`src/rtl/if_stage.sv`:
```
// Instruction-fetch stage: owns the PC, addresses imem and loads the IF/ID register.
// Optional stall/flush performance counters are enabled by defining IF_STAGE_PERF_CNT_EN.
module if_stage #(
    parameter int                     PC_WIDTH  = 32,
    parameter logic [PC_WIDTH-1:0]    RESET_PC  = '0,
    parameter logic [31:0]            NOP_INSTR = 32'h0
) (
    input  logic                clk_i,
    input  logic                rst_i,
    input  logic                stall_i,
    input  logic                flush_i,
    input  logic [PC_WIDTH-1:0] branch_target_i,
    output logic [PC_WIDTH-1:0] imem_addr_o,
    input  logic [31:0]         imem_data_i,
    output logic [PC_WIDTH-1:0] if_id_pc4_o,
    output logic [31:0]         if_id_instr_o,
    output logic                if_id_valid_o,
    output logic [31:0]         stall_cnt_o,
    output logic [31:0]         flush_cnt_o
);

    typedef struct packed {
        logic [PC_WIDTH-1:0] pc4;
        logic [31:0]         instr;
        logic                valid;
    } if_id_t;

    logic [PC_WIDTH-1:0] pc;
    logic [PC_WIDTH-1:0] pc_plus4;
    logic [PC_WIDTH-1:0] redirect_pc;
    if_id_t              if_id;

    // Wraps modulo 2**PC_WIDTH; redirects are forced to word alignment.
    assign pc_plus4    = pc + PC_WIDTH'(4);
    assign redirect_pc = {branch_target_i[PC_WIDTH-1:2], 2'b00};

    always_ff @(posedge clk_i or negedge rst_i) begin
        if (!rst_i) begin
            pc    <= RESET_PC;
            if_id <= '{pc4: '0, instr: NOP_INSTR, valid: 1'b0};
        end else if (flush_i) begin
            pc    <= redirect_pc;
            if_id <= '{pc4: '0, instr: NOP_INSTR, valid: 1'b0};
        end else if (!stall_i) begin
            pc    <= pc_plus4;
            if_id <= '{pc4: pc_plus4, instr: imem_data_i, valid: 1'b1};
        end
    end

    assign imem_addr_o   = pc;
    assign if_id_pc4_o   = if_id.pc4;
    assign if_id_instr_o = if_id.instr;
    assign if_id_valid_o = if_id.valid;

`ifdef IF_STAGE_PERF_CNT_EN
    logic [31:0] stall_cnt;
    logic [31:0] flush_cnt;

    // Stalls are only counted when not overridden by a flush in the same cycle.
    always_ff @(posedge clk_i or negedge rst_i) begin
        if (!rst_i) begin
            stall_cnt <= '0;
            flush_cnt <= '0;
        end else begin
            if (stall_i && !flush_i && stall_cnt != 32'hFFFF_FFFF)
                stall_cnt <= stall_cnt + 32'd1;
            if (flush_i && flush_cnt != 32'hFFFF_FFFF)
                flush_cnt <= flush_cnt + 32'd1;
        end
    end

    assign stall_cnt_o = stall_cnt;
    assign flush_cnt_o = flush_cnt;
`else
    assign stall_cnt_o = 32'h0;
    assign flush_cnt_o = 32'h0;
`endif

endmodule

```
`config.mk`:
```
export PLATFORM = sky130hd
export DESIGN_NAME = if_stage
export DESIGN_NICKNAME = d
export VERILOG_FILES = /design/src/rtl/if_stage.sv
export SDC_FILE = /design/constraint.sdc
export NUM_CORES = 1
export LEC_CHECK = 0
export ABC_AREA = 1
export BUFFER_PORTS_ARGS = -buffer_cell sky130_fd_sc_hd__buf_2
export CAP_MARGIN = 10
export CORE_UTILIZATION = 51
export DETAILED_ROUTE_END_ITERATION = 10
export GPL_ROUTABILITY_DRIVEN = 0
export PLACE_DENSITY = 0.88
export SYNTH_ARGS = -nofsm -noshare
export SYNTH_HDL_FRONTEND = slang
export SYNTH_SLANG_ARGS = --single-unit
```
`constraint.sdc`:
```
create_clock -name clk_i -period 3.65 [get_ports clk_i]
set_input_delay 0.1825 -clock clk_i [delete_from_list [all_inputs] [get_ports clk_i]]
set_output_delay 0.1825 -clock clk_i [all_outputs]
set_load 0.01 [all_outputs]
```
=== Yosys cells after proc, flatten, opt, wreduce, memory -nomap -nowiden ===
Cells that the tools add are included.
W data, S select, Z words.

* Flip-flop bits (word level): 97
* Bits of input ports: 68
* Output and inout bits: 161

* Add/subtract/negate cells: 1
* Equal/unequal tests: 1
* Mux-type cells: 4

{| class="wikitable"
|+ Operators with widths
! cell !! number
|-
| $mux W65 || 2
|-
| $mux W32 || 2
|-
| $add A32 B3 Y32 const B || 1
|-
| $ne A2 B1 Y1 const B || 1
|}

=== Depth between registers and ports, before layout ===
Gate-level depths: netlist of run 1.

* Word-level depth: 3
* Mapped depth: 9
* Mapped depth without buffers: 9

=== Worst setup path after synthesis of run 1 ===
No wires, ideal clock.

* Kind: register to register
* Start point: register pc[3] (netlist: imem_addr_o[3])
* End point: register pc[18] (netlist: imem_addr_o[18])
* Arrival: 1.318 ns
* Data required time: 3.524 ns
* Slack: 2.205 ns
* Cell stages (with the launch flop): 9
* Path buffers: 0
* Period minus slack after synthesis: 1.445 ns
* Path through: dfrtp_1 > ha_1 > nand2_1 > nor2_2 > nand2_4 > nor2_4 > nand2_1 > nand3_1 > nand3_1

* Cells in the longest elaborated chain, start to end: 3

{| class="wikitable"
|+ Ends and longest elaborated chain
! item !! line !! text
|-
| from (decl) || 28 || <nowiki>logic [PC_WIDTH-1:0] pc;</nowiki>
|-
| from (signal assigned) || 42 || <nowiki>pc <= redirect_pc;</nowiki>
|-
| from (signal assigned) || 45 || <nowiki>pc <= pc_plus4;</nowiki>
|-
| $add A32 B3 Y32 || 34 || <nowiki>assign pc_plus4 = pc + PC_WIDTH'(4);</nowiki>
|-
| $mux W32 || 44 || <nowiki>end else if (!stall_i) begin</nowiki>
|-
| $mux W32 || 41 || <nowiki>end else if (flush_i) begin</nowiki>
|}

No other way between the ends. The select of a mux whose other input is x is not followed.
A chain may end at the register's enable or synchronous reset.

=== Final worst setup path of run 1 ===
* Start point: input flush_i
* End point: register pc[8] (netlist: imem_addr_o[8])

* Cells in the longest elaborated chain, start to end: 1
* Elaborated cells on any way between the ends: 2
* Those cells by class: eq/ne: 1; mux: 1

{| class="wikitable"
|+ Ends and longest elaborated chain
! item !! line !! text
|-
| from (decl) || 11 || <nowiki>input logic flush_i,</nowiki>
|-
| $ne A2 B1 Y1 (no line) or $mux W32 (tied branches) || n/a ||
|}

Parallel ways exist; a longest one is shown, timed or not.

==> results of run 1 <==
==> cell usage in the layout (no fill, tap or decap) <==
cell type      Yosys  layout
nor2_4             6       8
nor2_1            33      32
nand3b_1           1       1
buf_2              9     159
o211ai_1           2       2
ha_1               1       1
conb_1             1      66
nand4_1            1       1
clkinv_2           0       2
clkbuf_1           6       2
clkbuf_8           0       9
nand2_1          195     195
or2_2              1       1
inv_1             44      44
a22o_1            32      32
and2_1             2       2
nand3_2            2       2
buf_4             69       4
nand2_4            2       2
nand2_2            4       4
inv_6              0       1
nand3_1           48      48
o21bai_1           5       5
dlygate4sd3_1      0       1
inv_2              1       1
a31oi_1            1       1
nor2_2             8       7
clkinvlp_4         0       2
dfrtp_1           94      94
a21oi_1            4       4
o21ai_0           21      21
==> routing by layer <==
metal	global-route usage	vias up	wire length, um
li1	-	2068	-
met1	0.321	1988	5160
met2	0.397	200	5470
met3	0.0376	23	751
met4	0.110	0	318
met5	0	-	0
==> how the worst max path moves through the flow <==
stage,startpoint,to,slack [ns],cells after the start
after floorplan,imem_addr_o[3],imem_addr_o[18],2.21,8
after global placement,flush_i,imem_addr_o[8],1.63,6
after detailed placement,flush_i,imem_addr_o[8],1.59,6
after CTS,flush_i,imem_addr_o[8],1.97,6
after global routing,flush_i,if_id_pc4_o[8],1.77,6
final,flush_i,imem_addr_o[8],1.95,6
==> registers in the layout (all words and copies together), names as in the netlist <==
register and flops:
if_id_instr_o 32, if_id_pc4_o 31, imem_addr_o 30, if_id_valid_o 1
==> stage by stage <==
step	power [uW]	hold WS, ns	instances	instance area (um^2)	util
detailed placement	1610	0.386	866	5560	0.599
CTS	2220	0.0230	883	5730	0.618
finish	2210	0.0355	883	5730	0.618
global placement	1600	0.380	866	5560	0.599
floorplan	1480	-0.113	660	5150	-
global route	2320	0.0294	883	5730	0.618
==> timing repair <==
item	CTS	global route
hold buffers	1	0
endpoints found under the hold margin	49	0
setup endpoints to repair	0	0
==> power by group <==
part	switching, uW	internal, uW
clock	365	248
sequential	76.3	1120
combinational	253	147
==> cell families (layout without fill, tap and decap cells) <==
group	count (synthesis)	after routing	synth area share
other cells	1	66	0.000764
simple gates	303	303	0.268
buf+inv	131	225	0.155
fa+ha+maj	1	1	0.00255
flops	94	94	0.479
compound gates	65	65	0.0946
==> tightest hold or removal path: cells and delay by family <==
kind,cells,cell delay (ns)
buf+inv,1,0.07
simple gates,2,0.11
==> area by class of cell <==
class | count | area, um^2
tap | 129 | 161
sequential | 94 | 2350
inverter | 45 | 169
timing repair buffer | 164 | 836
clock buffer | 11 | 131
clock inverter | 5 | 33.8
multi-input combinational | 435 | 2050
fill | 860 | 3550
==> metrics.csv, run 1 <==
metric,value,unit
top post-synthesis cells by count,"195 x nand2_1, 94 x dfrtp_1, 69 x buf_4, 48 x nand3_1, 44 x inv_1",
# DRC,0,
arrival time of the worst setup path,2.00,ns
# port buffers,160,
largest net degree at the start of global routing,78,
Crit Reg-Reg Startpoint,imem_addr_o[3],
H-Tree Depth,3,
Via density,4.85,
Worst Tran Pin Value,0.934,ns
deepest clock path buffer count,2,
area delta synth->final,16.8,%
pre-CTS setup slack,1.59,ns
Max VDD drop,0.213,mV
gr usage total,0.243,
slowest cell on the critical path,nor2_4,
initial antenna violation count,0,
top_reg_cell synth,dfrtp_1,
fin crit share,0.466,
Die ar.,10000,um^2
Setup TNS,0,ns
die span in x,100,um
Rel. slew slack,0.377,
Setup CP Type,input port to flop,
CP Data Required Time,3.95,ns
share of cells above drive strength 1,0.268,
dpl hpwl,8570,um
setup bufs post-CTS,0,
Worst Setup End Kind,flop,
Clock Latency Late Sink,0.36,ns
TritonCTS clock tree,done,
Final Hold Vio Count,0,
clock-pin transition on the worst setup and hold timing paths,0.09,ns
"Largest stage delay, worst path",0.74,ns
f_max,0.588,GHz
Worst Slack Setup Final,1.95,ns
Clock Sinks,94,
Rows,35,
status,completed,
initial DRC count,279,
Mean Syn Cell Area,8.25,um^2
PwrDens,385,nW/um^2
Post-CTS Resized,0,
min-delay src,branch_target_i[3],
r2r setup slk,2.01,ns
mapped cell area,4910,um^2
worst reg2reg path depth,9,
Ports,229,
first-pass GRT wire length,18800,um
static leakage,0.00327,uW
number of global-route vias before repair,3853,
register area share after synthesis,0.479,
final setup violating endpoints,0,
CTS Buf Count,9,
starting density of the core,0.529,
RSZ-0062 raised after global routing,false,
most common cell in the synthesized netlist,nand2_1,
WL final,11700,um
drt first pass iters,5,
critical path cell sequence,buf_2 > nor2_4 > inv_1 > a31oi_1 > o21ai_0 > nand3_1,
hold path cells,3,
Final nets,818,
library cells used by synthesis,27,
Max Slew Vio Count,0,
asr flop ratio synth,1.00,
Fin Clk Skew,0.0120,ns
fin crit period,1.70,ns
worst hold path endpoint,imem_addr_o[3],
MaxCap Viol Count,0,
Synth top area share,0.479,
antenna diode count,0,
total grt overflow,0,
cell count after synthesis,595,
Die Ht,100,um
min-delay worst type,input port to flop,
#FFs+latches synth,94,
Worst R2R End,if_id_pc4_o[30],
Post-synth EDFFs,0,
leading area contributor after synthesis,dfrtp_1,
Core ar.,9280,um^2
startpoint class of the critical path,input port,
CP Buf/Inv Count,2,
Synth area leaders,"dfrtp_1 48%, nand2_1 15%, buf_4 11%",
critical path peak fanout,33,
Root Buffer Master,clkbuf_8,
wire per inst,13.3,um
"antenna viol nets, final",0,
vias,4279,
synth warn,0,
Worst path top cell family by delay,simple AND/OR/NAND/NOR gates,
Note: power is estimated with default switching activity, not from simulation.
==> inputs of run 2 (changes only) <==
--- a/config.mk
+++ b/config.mk
@@ -8,10 +8,10 @@
 export ABC_AREA = 1
 export BUFFER_PORTS_ARGS = -buffer_cell sky130_fd_sc_hd__buf_2
 export CAP_MARGIN = 10
-export CORE_UTILIZATION = 51
+export CORE_UTILIZATION = 43
 export DETAILED_ROUTE_END_ITERATION = 10
 export GPL_ROUTABILITY_DRIVEN = 0
-export PLACE_DENSITY = 0.88
+export PLACE_DENSITY = 0.8
 export SYNTH_ARGS = -nofsm -noshare
 export SYNTH_HDL_FRONTEND = slang
 export SYNTH_SLANG_ARGS = --single-unit
==> constraint.sdc (replaced) <==
create_clock -name clk_i -period 1.5 [get_ports clk_i]
set_input_delay 0.075 -clock clk_i [delete_from_list [all_inputs] [get_ports clk_i]]
set_output_delay 0.075 -clock clk_i [all_outputs]
set_load 0.01 [all_outputs]
==> run 2 against run 1 <==
  * The flow now finishes with violations (setup timing)
  * Cell area increased by 18%
  * Total power grew to 3.1 times the previous value
  * Worst hold slack lost 0.025 ns
  * Count of clock-buffer cells in the layout fell by 2
  * Clock power grew to 4.3 times the previous value
  * Die area grew 18%
  * Combinational power rose to 3.1 times the previous value
  * Utilization is essentially flat
  * Global-route usage is 0.61 points lower
  * Non-clock buffer count is 72 higher
  * Critical path depth increased by 2
  * Largest power group unchanged
==> metrics.csv, run 2 (synthesis gave the netlist of run 1 again) <==
metric,value,unit
# port buffers,160,
"Largest stage delay, worst path",0.45,ns
area delta synth->final,38.2,%
Die ar.,11800,um^2
Worst Setup EP,imem_addr_o[26],
Fin Clk Skew,0.0109,ns
startpoint class of the critical path,flop,
slowest cell on the critical path,dfrtp_1,
Setup CP Type,flop to flop,
PwrDens,1000,nW/um^2
failing checks,setup timing,
largest net degree at the start of global routing,47,
"most common cell after layout, fill and taps aside",nand2_1,
H-Tree Depth,3,
WHS,0.0102,ns
CTS Buf Count,9,
Worst R2R End,imem_addr_o[26],
static leakage,0.00373,uW
worst reg2reg path depth,8,
Max Slew Vio Count,0,
f_max,0.645,GHz
Worst path top cell family by delay,simple AND/OR/NAND/NOR gates,
first-pass GRT wire length,21300,um
"antenna viol nets, final",0,
Max VDD drop,0.573,mV
fin crit share,1.03,
Largest register FFs,32,
Final Hold Vio Count,0,
share of cells above drive strength 1,0.313,
MaxCap Viol Count,0,
hold path cells,3,
fin crit period,1.55,ns
TritonCTS clock tree,done,
RSZ-0062 raised after global routing,true,
Rows,38,
Crit Reg-Reg Startpoint,imem_addr_o[3],
worst setup path start,imem_addr_o[3],
initial antenna violation count,0,
wire per inst,14.6,um
die span in x,109,um
CP Buf/Inv Count,0,
Die Ht,109,um
"commonest non-fill, non-tap cells in the layout","184 x nand2_1, 159 x buf_2, 92 x dfrtp_1",
CP Data Required Time,1.73,ns
critical path peak fanout,8,
Clock Latency Late Sink,0.35,ns
# DRC,0,
total grt overflow,0,
initial DRC count,341,
critical path cell sequence,ha_4 > nand2_4 > nor2_4 > nand2_4 > nor2_4 > nand3_1 > nand3_2 > nand2_1,
Ports,229,
Post-Layout Inst Area,6780,um^2
arrival time of the worst setup path,1.78,ns
WL final,14100,um
Via density,4.85,
antenna diode count,0,
drt first pass iters,5,
Post-DP Area,5740,um^2
Root Buffer Master,clkbuf_16,
Clock Sinks,94,
Core ar.,11000,um^2
clock-pin transition on the worst setup and hold timing paths,0.07,ns
starting density of the core,0.447,
deepest clock path buffer count,2,
min-delay worst type,input port to flop,
Worst Setup End Kind,flop,
dpl hpwl,9370,um
final setup violating endpoints,23,
gr usage total,0.237,
r2r setup slk,-0.05,ns
WP depth,8,
Worst Slack Setup Final,-0.0511,ns
number of global-route vias before repair,4339,
Final nets,890,
status,"complete, but fails checks",
vias,4683,
[run 2: how the worst min path moves through the flow]
| stage | from | to | slack (ns) |
|---|---|---|---|
| floorplan | rst_i | if_id_instr_o[0] | -0.22 |
| global placement | rst_i | if_id_pc4_o[12] | -0.05 |
| detailed placement | rst_i | if_id_pc4_o[12] | -0.05 |
| CTS | branch_target_i[18] | imem_addr_o[18] | 0.005 |
| finish | branch_target_i[18] | imem_addr_o[18] | 0.01 |
| global route | branch_target_i[18] | imem_addr_o[18] | 0.03 |
[run 2: metal layers]
layer | GRT usage | wire, um | vias to the layer above
met5 | 0 | 0 | -
met4 | 0.111 | 461 | 0
met3 | 0.0466 | 995 | 36
met2 | 0.378 | 6650 | 243
met1 | 0.310 | 5950 | 2184
li1 | - | - | 2220
[run 2: layout make-up]
class	count	area (um^2)
Clock buffer	9	225
Clock inverter	6	118
Fill cell	923	4200
Inverter	45	169
Multi-Input combinational cell	435	2220
Sequential cell	94	2350
Tap cell	140	175
Timing Repair Buffer	236	1530
[run 2: worst reg2reg max path, stage by stage (launching register included)]
cell	delay (ns)
dfrtp_1	0.45
ha_4	0.19
nand2_4	0.08
nor2_4	0.15
nand2_4	0.12
nor2_4	0.20
nand3_1	0.11
nand3_2	0.09
nand2_1	0.05
[run 2: where the power goes]
group	total (uW)	internal (uW)	switching (uW)	leakage [uW]
sequential	2910	2720	186	0.00122
combinational	1250	529	718	0.00234
clock	2640	1640	1010	0.000164
total	6800	4890	1910	0.00373
[run 2: what timing repair did]
| item | CTS | global route |
|---|---|---|
| endpoints found under the hold margin | 142 | 0 |
| setup buffers | 0 | 5 |
| setup endpoints to repair | 21 | 47 |
| gates cloned | 0 | 0 |
| pin swaps | 2 | 18 |
| hold buffers | 49 | 0 |
| gates resized for setup | 5 | 41 |
[run 2: through the flow]
stage | total power [uW] | TNS (ns) | setup slack, ns | util | std cells
global route | 7100 | -3.69 | -0.161 | 0.618 | 965
floorplan | 3600 | 0 | 0.0555 | - | 660
finish | 6800 | -0.617 | -0.0511 | 0.618 | 965
CTS | 6740 | -0.0342 | -0.00850 | 0.600 | 960
detailed placement | 4010 | -1.12 | -0.0934 | 0.523 | 896
global placement | 3980 | 0 | 0.00448 | 0.523 | 896
==> inputs of run 3 (changes only) <==
--- a/config.mk
+++ b/config.mk
@@ -8,9 +8,11 @@
 export ABC_AREA = 1
 export BUFFER_PORTS_ARGS = -buffer_cell sky130_fd_sc_hd__buf_2
 export CAP_MARGIN = 10
+export CORE_MARGIN = 2
 export CORE_UTILIZATION = 43
 export DETAILED_ROUTE_END_ITERATION = 10
 export GPL_ROUTABILITY_DRIVEN = 0
+export HOLD_SLACK_MARGIN = 0.03
 export PLACE_DENSITY = 0.8
 export SYNTH_ARGS = -nofsm -noshare
 export SYNTH_HDL_FRONTEND = slang
==> run 3 against run 2 <==
  * The flow now finishes without violations
  * Maximum frequency grew 5.1%
  * Clock skew shrank 0.0059 ns
  * Critical path type unchanged
  * Die area grew 3.7%
  * Count of clock-buffer cells in the layout grew 2
==> metrics.csv, run 3 (synthesis gave the netlist of run 1 again) <==
metric,value,unit
status,completed,
largest net degree at the start of global routing,58,
fin crit period,1.48,ns
share of cells above drive strength 1,0.305,
fin util,0.598,
Die ar.,12300,um^2
Max Slew Vio Count,0,
Net Switching,1820,uW
critical path cell sequence,ha_2 > nand2_4 > nor2_4 > nand2_4 > nor2_4 > nand3_1 > nand3_2 > nand2_1,
Tot Pwr,6410,uW
sequential cell fraction of total power,0.453,
Fin Clk Skew,0.00497,ns
"Largest stage delay, worst path",0.40,ns
slowest cell on the critical path,dfrtp_1,
RSZ-0062 raised after global routing,true,
"most common cell after layout, fill and taps aside",nand2_1,
final setup violating endpoints,0,
startpoint class of the critical path,flop,
Max VDD drop,0.480,mV
total grt overflow,0,
vias,4610,
initial DRC count,254,
wire per inst,14.2,um
critical path peak fanout,8,
initial antenna violation count,0,
Post-Layout Inst Area,6740,um^2
WL final,13800,um
Clock Latency Late Sink,0.34,ns
top layer in use,met4,
Via density,4.72,
static leakage,0.00370,uW
die span in x,111,um
met2 WL,6720,um
TritonCTS clock tree,done,
MaxCap Viol Count,0,
arrival time of the worst setup path,1.71,ns
starting density of the core,0.435,
WHS,0.0345,ns
"commonest non-fill, non-tap cells in the layout","191 x nand2_1, 159 x buf_2, 87 x dfrtp_1",
dpl hpwl,9580,um
deepest clock path buffer count,2,
first-pass GRT wire length,22200,um
# DRC,0,
Final nets,898,
"antenna viol nets, final",0,
Placed Cells,897,
CP Data Required Time,1.73,ns
Internal,4590,uW
number of global-route vias before repair,4562,
antenna diode count,0,
Metal-1 WL,5820,um
combinational share of power,0.192,
fin crit share,0.984,
f_max,0.678,GHz
Rows,39,
PwrDens,951,nW/um^2
Core ar.,11300,um^2
area delta synth->final,37.4,%
clock network power share,0.355,
Post-DP Area,5720,um^2
CTS Buf Count,9,
min-delay worst type,input port to flop,
post-route insts no fill,977,
Largest register FFs,32,
# port buffers,160,
Clock Sinks,94,
Die Ht,111,um
drt first pass iters,4,
H-Tree Depth,3,
Setup CP Type,flop to flop,
Ports,229,
met3 WL,885,um
Root Buffer Master,clkbuf_16,
sw frac,0.284,
Worst Setup End Kind,flop,
Final Hold Vio Count,0,
clock-pin transition on the worst setup and hold timing paths,0.06,ns
gr usage total,0.225,
## run 3: final timing paths
check,start,slack (ns),cells after the start,to
min in group asynchronous,rst_i,0.13,2,if_id_pc4_o[3]
min reg2reg,if_id_pc4_o[3],0.47,2,if_id_pc4_o[3]
max reg2reg,imem_addr_o[3],0.02,8,if_id_pc4_o[26]
max,imem_addr_o[3],0.02,8,if_id_pc4_o[26]
max in group asynchronous,rst_i,0.81,3,imem_addr_o[29]
min,branch_target_i[28],0.03,5,imem_addr_o[28]
## run 3: final cells by class
cell class                      count  area, um^2
Multi-Input combinational cell    435        2150
Sequential cell                    94        2360
Fill cell                         976        4530
Timing Repair Buffer              244        1590
Clock inverter                      5        57.6
Inverter                           45         169
Clock buffer                       11         243
Tap cell                          143         179
## run 3: power groups by stage
stage	Combinational (uW)	Sequential, uW	Clock, uW
final	1230	2900	2280
after global placement	1040	2930	0
after floorplan	583	3010	0
after global routing	1360	2930	2430
after CTS	1190	2890	2320
after detailed placement	1070	2930	0
## run 3: timing repair
action                     CTS  global route
pin swaps                    2             8
setup endpoints to repair   12            45
resized for setup            5            31
setup buffers                2             6
hold buffers                56             0
hold endpoints to repair   149             0
## run 3: critical path, delay by kind of cell (launching register included)
| family | cells | cell delay, ns |
|---|---|---|
| and+or+nand+nor | 7 | 0.75 |
| adders and majority gates | 1 | 0.22 |
| DFF | 1 | 0.40 |
## run 3: stage by stage
stage	worst slack (ns)	setup TNS, ns
detailed placement	-0.0307	-0.142
global placement	-0.000424	-0.000424
global route	-0.0508	-0.458
CTS	0.0310	0
floorplan	0.0555	0
finish	0.0244	0
## run 3: routing by layer
metal,up-vias,GRT usage
met5,-,0
met4,0,0.0900
met3,30,0.0541
met2,171,0.378
met1,2176,0.280
li1,2233,-
